$ cat src/rtl/imem_pkg.sv
// Shared definitions for the instruction-memory fetch port.
//   NOP_INSTR      : instruction returned when no valid word is presented
//                    (addi x0,x0,0).
//   FAULT_MISALIGN : rsp_fault bit flagging a byte address not on a word boundary.
//   FAULT_OOB      : rsp_fault bit flagging a byte address beyond the stored words.
//   idx_w()        : width of a word index for a given depth.
package imem_pkg;

    localparam logic [31:0] NOP_INSTR      = 32'h0000_0013;
    localparam int          FAULT_MISALIGN = 0;
    localparam int          FAULT_OOB      = 1;

    // A depth of 1 would give a zero-width index, so clamp to one bit.
    function automatic int idx_w(input int depth);
        return (depth > 1) ? $clog2(depth) : 1;
    endfunction

endpackage

$ cat src/rtl/imem_word_ram.sv
// Word-organised storage for the fetch port: one synchronous write port and
// one synchronous, registered read port.
//   clk     : clock, all activity on the rising edge
//   wr_en   : write strobe
//   wr_addr : word index written
//   wr_data : word written
//   rd_en   : read strobe; rd_data only changes when this is high
//   rd_addr : word index read
//   rd_data : registered read data
// A same-edge read and write of one word returns the old contents.
module imem_word_ram
    import imem_pkg::*;
#(
    parameter int XLEN        = 32,
    parameter int DEPTH_WORDS = 16,
    localparam int IDX_W      = idx_w(DEPTH_WORDS)
) (
    input  logic             clk,
    input  logic             wr_en,
    input  logic [IDX_W-1:0] wr_addr,
    input  logic [XLEN-1:0]  wr_data,
    input  logic             rd_en,
    input  logic [IDX_W-1:0] rd_addr,
    output logic [XLEN-1:0]  rd_data
);

    logic [XLEN-1:0] mem_reg [DEPTH_WORDS];
    logic [XLEN-1:0] rd_data_reg;

    // Both updates are non-blocking, so a colliding read samples the word
    // as it was before this edge's write.
    always_ff @(posedge clk) begin
        if (wr_en) begin
            mem_reg[wr_addr] <= wr_data;
        end
        if (rd_en) begin
            rd_data_reg <= mem_reg[rd_addr];
        end
    end

    assign rd_data = rd_data_reg;

endmodule

$ cat src/rtl/imem_fetch_port.sv
// Instruction memory with a valid/ready fetch port for the RV32I core.
// Requests are checked for alignment and range, the word array is read on
// acceptance, and the result sits in a single response stage that supports
// backpressure and a branch flush. A loader port writes program words.
//   clk, rst_n           : clock and asynchronous active-low reset
//   req_valid/req_ready  : fetch request handshake
//   req_addr             : byte address of the instruction
//   rsp_valid/rsp_ready  : response handshake
//   rsp_instr            : fetched instruction (NOP_INSTR on fault/empty)
//   rsp_fault            : bit0 misaligned, bit1 out of range
//   flush                : drop the held response (taken branch/jump)
//   ld_en/ld_addr/ld_data: loader word write
module imem_fetch_port
    import imem_pkg::*;
#(
    parameter int              XLEN        = 32,
    parameter int              ADDR_W      = 32,
    parameter int              DEPTH_WORDS = 16,
    parameter logic [XLEN-1:0] NOP_INSTR   = imem_pkg::NOP_INSTR
) (
    input  logic                              clk,
    input  logic                              rst_n,
    input  logic                              req_valid,
    output logic                              req_ready,
    input  logic [ADDR_W-1:0]                 req_addr,
    output logic                              rsp_valid,
    input  logic                              rsp_ready,
    output logic [XLEN-1:0]                   rsp_instr,
    output logic [1:0]                        rsp_fault,
    input  logic                              flush,
    input  logic                              ld_en,
    input  logic [idx_w(DEPTH_WORDS)-1:0]     ld_addr,
    input  logic [XLEN-1:0]                   ld_data
);

    localparam int              IDX_W      = idx_w(DEPTH_WORDS);
    localparam logic [ADDR_W-1:0] ADDR_LIMIT = ADDR_W'(DEPTH_WORDS * 4);

    logic             rsp_valid_reg;
    logic [1:0]       fault_reg;
    logic [1:0]       fault_next;
    logic             accept;
    logic             rd_en;
    logic [XLEN-1:0]  rd_data;

    always_comb begin
        req_ready = !rsp_valid_reg || rsp_ready || flush;
        accept    = req_valid && req_ready;

        fault_next                 = 2'b00;
        fault_next[FAULT_MISALIGN] = (req_addr[1:0] != 2'b00);
        // Full-width compare: high addresses fault rather than alias low.
        fault_next[FAULT_OOB]      = (req_addr >= ADDR_LIMIT);

        // A faulting request leaves the array untouched.
        rd_en = accept && (fault_next == 2'b00);
    end

    imem_word_ram #(
        .XLEN        (XLEN),
        .DEPTH_WORDS (DEPTH_WORDS)
    ) u_ram (
        .clk     (clk),
        .wr_en   (ld_en),
        .wr_addr (ld_addr),
        .wr_data (ld_data),
        .rd_en   (rd_en),
        .rd_addr (req_addr[IDX_W+1:2]),
        .rd_data (rd_data)
    );

    // The RAM's read register is the data half of the response stage; this
    // block holds its valid and fault qualifiers. A new accept takes priority
    // over flush so the post-branch fetch survives.
    always_ff @(posedge clk or negedge rst_n) begin
        if (!rst_n) begin
            rsp_valid_reg <= 1'b0;
            fault_reg     <= 2'b00;
        end else if (accept) begin
            rsp_valid_reg <= 1'b1;
            fault_reg     <= fault_next;
        end else if (flush || rsp_ready) begin
            rsp_valid_reg <= 1'b0;
            fault_reg     <= 2'b00;
        end
    end

    // rd_data only moves on a non-faulting accept, so a stalled response
    // stays stable and loader writes cannot disturb it.
    assign rsp_valid = rsp_valid_reg;
    assign rsp_fault = fault_reg;
    assign rsp_instr = (rsp_valid_reg && (fault_reg == 2'b00)) ? rd_data : NOP_INSTR;

endmodule

$ cat config.mk
export PLATFORM = sky130hd
export DESIGN_NAME = imem_fetch_port
export DESIGN_NICKNAME = d
export VERILOG_FILES = /design/src/rtl/imem_pkg.sv /design/src/rtl/imem_word_ram.sv /design/src/rtl/imem_fetch_port.sv
export SDC_FILE = /design/constraint.sdc
export NUM_CORES = 1
export LEC_CHECK = 0
export CORE_AREA = 4 4 210 191
export CTS_CLUSTER_SIZE = 28
export DETAILED_ROUTE_END_ITERATION = 6
export DIE_AREA = 0 0 214 195
export MAX_ROUTING_LAYER = met4
export PLACE_DENSITY = 0.7
export SETUP_SLACK_MARGIN = 0.5
export SYNTH_ARGS = -nofsm -noshare
export SYNTH_HDL_FRONTEND = slang
export SYNTH_HIERARCHICAL = 1
export SYNTH_SLANG_ARGS = --single-unit
$ cat constraint.sdc
create_clock -name clk -period 6.2 [get_ports clk]
set_input_delay 1.55 -clock clk [delete_from_list [all_inputs] [get_ports clk]]
set_output_delay 1.55 -clock clk [all_outputs]
set_load 0.1 [all_outputs]
==> metrics.md <==
| Metric | Value |
|---|---|
| Status | finished clean |
| Syn-to-layout area delta | 17.2% |
| Hold depth | 2 |
| DIE AREA | 41,700 sq um |
| Crit path DAT | ~3.3 ns |
| Most common cell after layout, fill and taps aside | edfxtp_1 |
| Num Clock Sinks | 547 |
| Layout cells sized above 1 | 23.6% |
| Sw Pwr | roughly 1.6 mW |
| Starting DRC count in detailed routing | 922 |
| YS warnings | 6 |
| Post-Place Worst Slack | 1.84 ns |
| Syn nets | slightly below 1,000 |
| # Post-CTS Setup Buffers | 0 |
| Min Hold Slack | 0.603 ns |
| TritonCTS buffer count | 53 |
| Final setup TNS | 0 ns |
| Share of the synthesized area in the top cell type | 79.2% |
| Post-route cell area | 24,200 sq um |
| Most frequent cells in the layout | 544 x edfxtp_1, 128 x mux4_2, 106 x clkdlybuf4s50_1 |
| Core Rows | 68 |
| Skew-Pair Late Insertion Delay | 0.57 ns |
| Total power | around 8 mW |
| Reg2reg setup slack | between 4 and 5 ns |
| Worst r2r path cells | 4 |
| Worst r2r src | rsp_valid$_DFFE_PN0P_ |
| CTS tree | built |
| Number of routed nets with antenna violations | 0 |
| Seq pwr share | 53.4% |
| Dpl hpwl | 22.7 mm |
| Rel. slew slack | 8.56% |
| Vias in the first global route | 9,942 |
| Post-synthesis sequential area ratio | 79.6% |
| DR WL/cell | between 20 and 30 um |
| # DRC | 0 |
| Grt total ovfl | 0 |
| Cts hold-fix bufs | 0 |
| Distinct cell type count after synthesis | 29 |
| Startpoint Class | flip-flop |
| Critical Path Sink Type | output pin |
| Final WL | between 40 and 50 mm |
| Power share of the combinational group | 6.0% |
| Worst-path maximum fanout | 20 |
| Internal power | 6.19 mW |
| CTS resizes | 0 |
| Clk buf depth | 3 |
| Die Height | 195 um |
| Vias | 9,634 |
| First-pass GRT wire length | ~65 mm |
| RSZ-0062 raised after global routing | no |
| First-pass DRT Iterations | 5 |
| Total core area | 38,000 sq um |
| DP Area | 22,500 sq um |
| Final Hold Vio Count | 0 |
| Worst EP required | 4.65 ns |
| Fill cells | between 2,000 and 3,000 |
| Worst-path clk slew | 0.06 ns |
| PwrDens | ~320 nW/um^2 |
| IO Port Bufs | 109 |
| Max VDD drop | 0.238 mV |
| Clock skew | 0.00967 ns |
| Leak | 7.62 nW |
| Reg-to-reg endpoint | u_ram/rd_data[16]$_DFFE_PP_ |
| Hold endpoint | rsp_fault[0]$_DFFE_PN0P_ |
| Clock root cell | clkbuf_16 |
| Critical hold path startpoint | rsp_valid$_DFFE_PN0P_ |
| Dominant cell type by area after synthesis | edfxtp_1 |
| Achievable frequency | 208 MHz |
| Critical path type | flip-flop to output pin |
| Placer Congestion | roughly 0.75 |
| Switching share of power | between 20% and 30% |
| Min-delay worst type | flip-flop to flip-flop |
| H-tree depth | 2 |
| Dpl cells | 1,479 |
| Layout Cells excl Fill | roughly 1,600 |
| Max-cap viol count | 0 |
| Seq cells post-synth | 547 |
| Final net count | 1,118 |
| Slew @ Worst Pin | 1.36 ns |
| Final setup fails | 0 |
| Pin count of the biggest net entering global routing | 92 |
| Top post-synthesis cells by area | edfxtp_1 79%, mux4_2 14%, a22oi_1 2.3% |
| Final period util | 77.5% |
| Post-layout min period | 4.80 ns |
| Number of flip-flops under the largest register name | 512 |
| Starting density of the core | 54.2% |
| Clk pwr share | between 40% and 50% |
| Io pins | 110 |
| Fin. max-slew vios | 0 |
| Syn_area_per_cell | around 23 sq um |
| Mapped Area | just over 20,000 sq um |
| Die X | approximately 210 um |
| Fin worst setup slack | roughly 1.4 ns |
| Initial antenna violation count | 2 |
| GR Util All Layers | between 20% and 30% |
| Synth Instances | around 900 |
| Drt via density | just over 6 |
| Final Core Density | ~64% |
==> kinds of logic (layout without fill, tap and decap cells) <==
group / Yosys count / in the layout / synth area share, %
flops: 547 / 547 / 79.6
mux: 128 / 128 / 14.0
simple gates: 109 / 109 / 2.75
other cells: 0 / 2 / 0
buf+inv: 48 / 234 / 1.17
compound gates: 69 / 69 / 2.54
==> critical path, cell delays in order (launching register included) <==
cell	delay, ns
dfrtp_1	0.42
nor3b_4	0.56
buf_4	0.37
and2_1	0.17
clkdlybuf4s50_1	1.13
==> worst max-delay path by stage <==
stage                        startpoint                         endpoint  slack [ns]  depth (start not counted)
2_1_floorplan              req_addr[30]       u_ram/rd_data[0]$_DFFE_PP_        0.58                          3
5_1_grt        rsp_fault[1]$_DFFE_PN0P_                    rsp_instr[21]        1.19                          4
3_3_place_gp                      ld_en  u_ram/mem_reg[12][18]$_DFFE_PP_        1.93                          4
4_1_cts        rsp_fault[1]$_DFFE_PN0P_                    rsp_instr[14]        1.30                          4
6_report       rsp_fault[1]$_DFFE_PN0P_                    rsp_instr[24]        1.40                          4
3_5_place_dp                      ld_en  u_ram/mem_reg[12][18]$_DFFE_PP_        1.84                          4
==> power groups by stage <==
stage | Combinational (mW) | Clock (mW) | Sequential [mW]
after global routing | 0.503 | 3.39 | 4.17
after floorplan | 0.277 | 0 | 4.25
after global placement | 0.469 | 0 | 4.24
final | 0.471 | 3.16 | 4.16
after CTS | 0.478 | 3.23 | 4.16
after detailed placement | 0.476 | 0 | 4.24
==> per-layer routing <==
layer	vias up	track usage (%)	share of wire (%)
li1	4109	-	-
met2	356	34.3	50
met1	5106	29.2	41
met5	-	-	0
met3	63	3.59	6.6
met4	0	5.02	1.9
==> Yosys cell counts <==
cell type  number
a22o_1          1
a22oi_1        64
a311o_1         1
and2_1         30
buf_1           9
buf_2           4
buf_4          11
buf_6           2
clkbuf_1       20
dfrtp_1         3
edfxtp_1      544
inv_1           2
mux4_2        128
nand2_1        34
nand2b_1        5
nand3_1         2
nand3b_1        2
nand4_1         1
nor2_1         17
nor2b_1         2
nor3_1          4
nor3b_2         2
nor4_1          7
nor4b_1         1
o211ai_1        1
o31a_1          1
o31ai_1         1
or2_2           1
or3b_2          1
==> cell type report <==
| type | count | area [sq um] | area share, % |
|---|---|---|---|
| multi-input cells | 306 | 4120 | 17.0 |
| clock inverters | 34 | 307 | 1.27 |
| clock buffers | 64 | 1410 | 5.83 |
| flip-flops and latches | 547 | 16400 | 67.9 |
| diodes | 2 | 5.00 | 0.0207 |
| repair buffers | 134 | 1300 | 5.39 |
| inverters | 2 | 7.51 | 0.0311 |
| well taps | 490 | 613 | 2.54 |
Note: power is estimated with default switching activity, not from simulation.
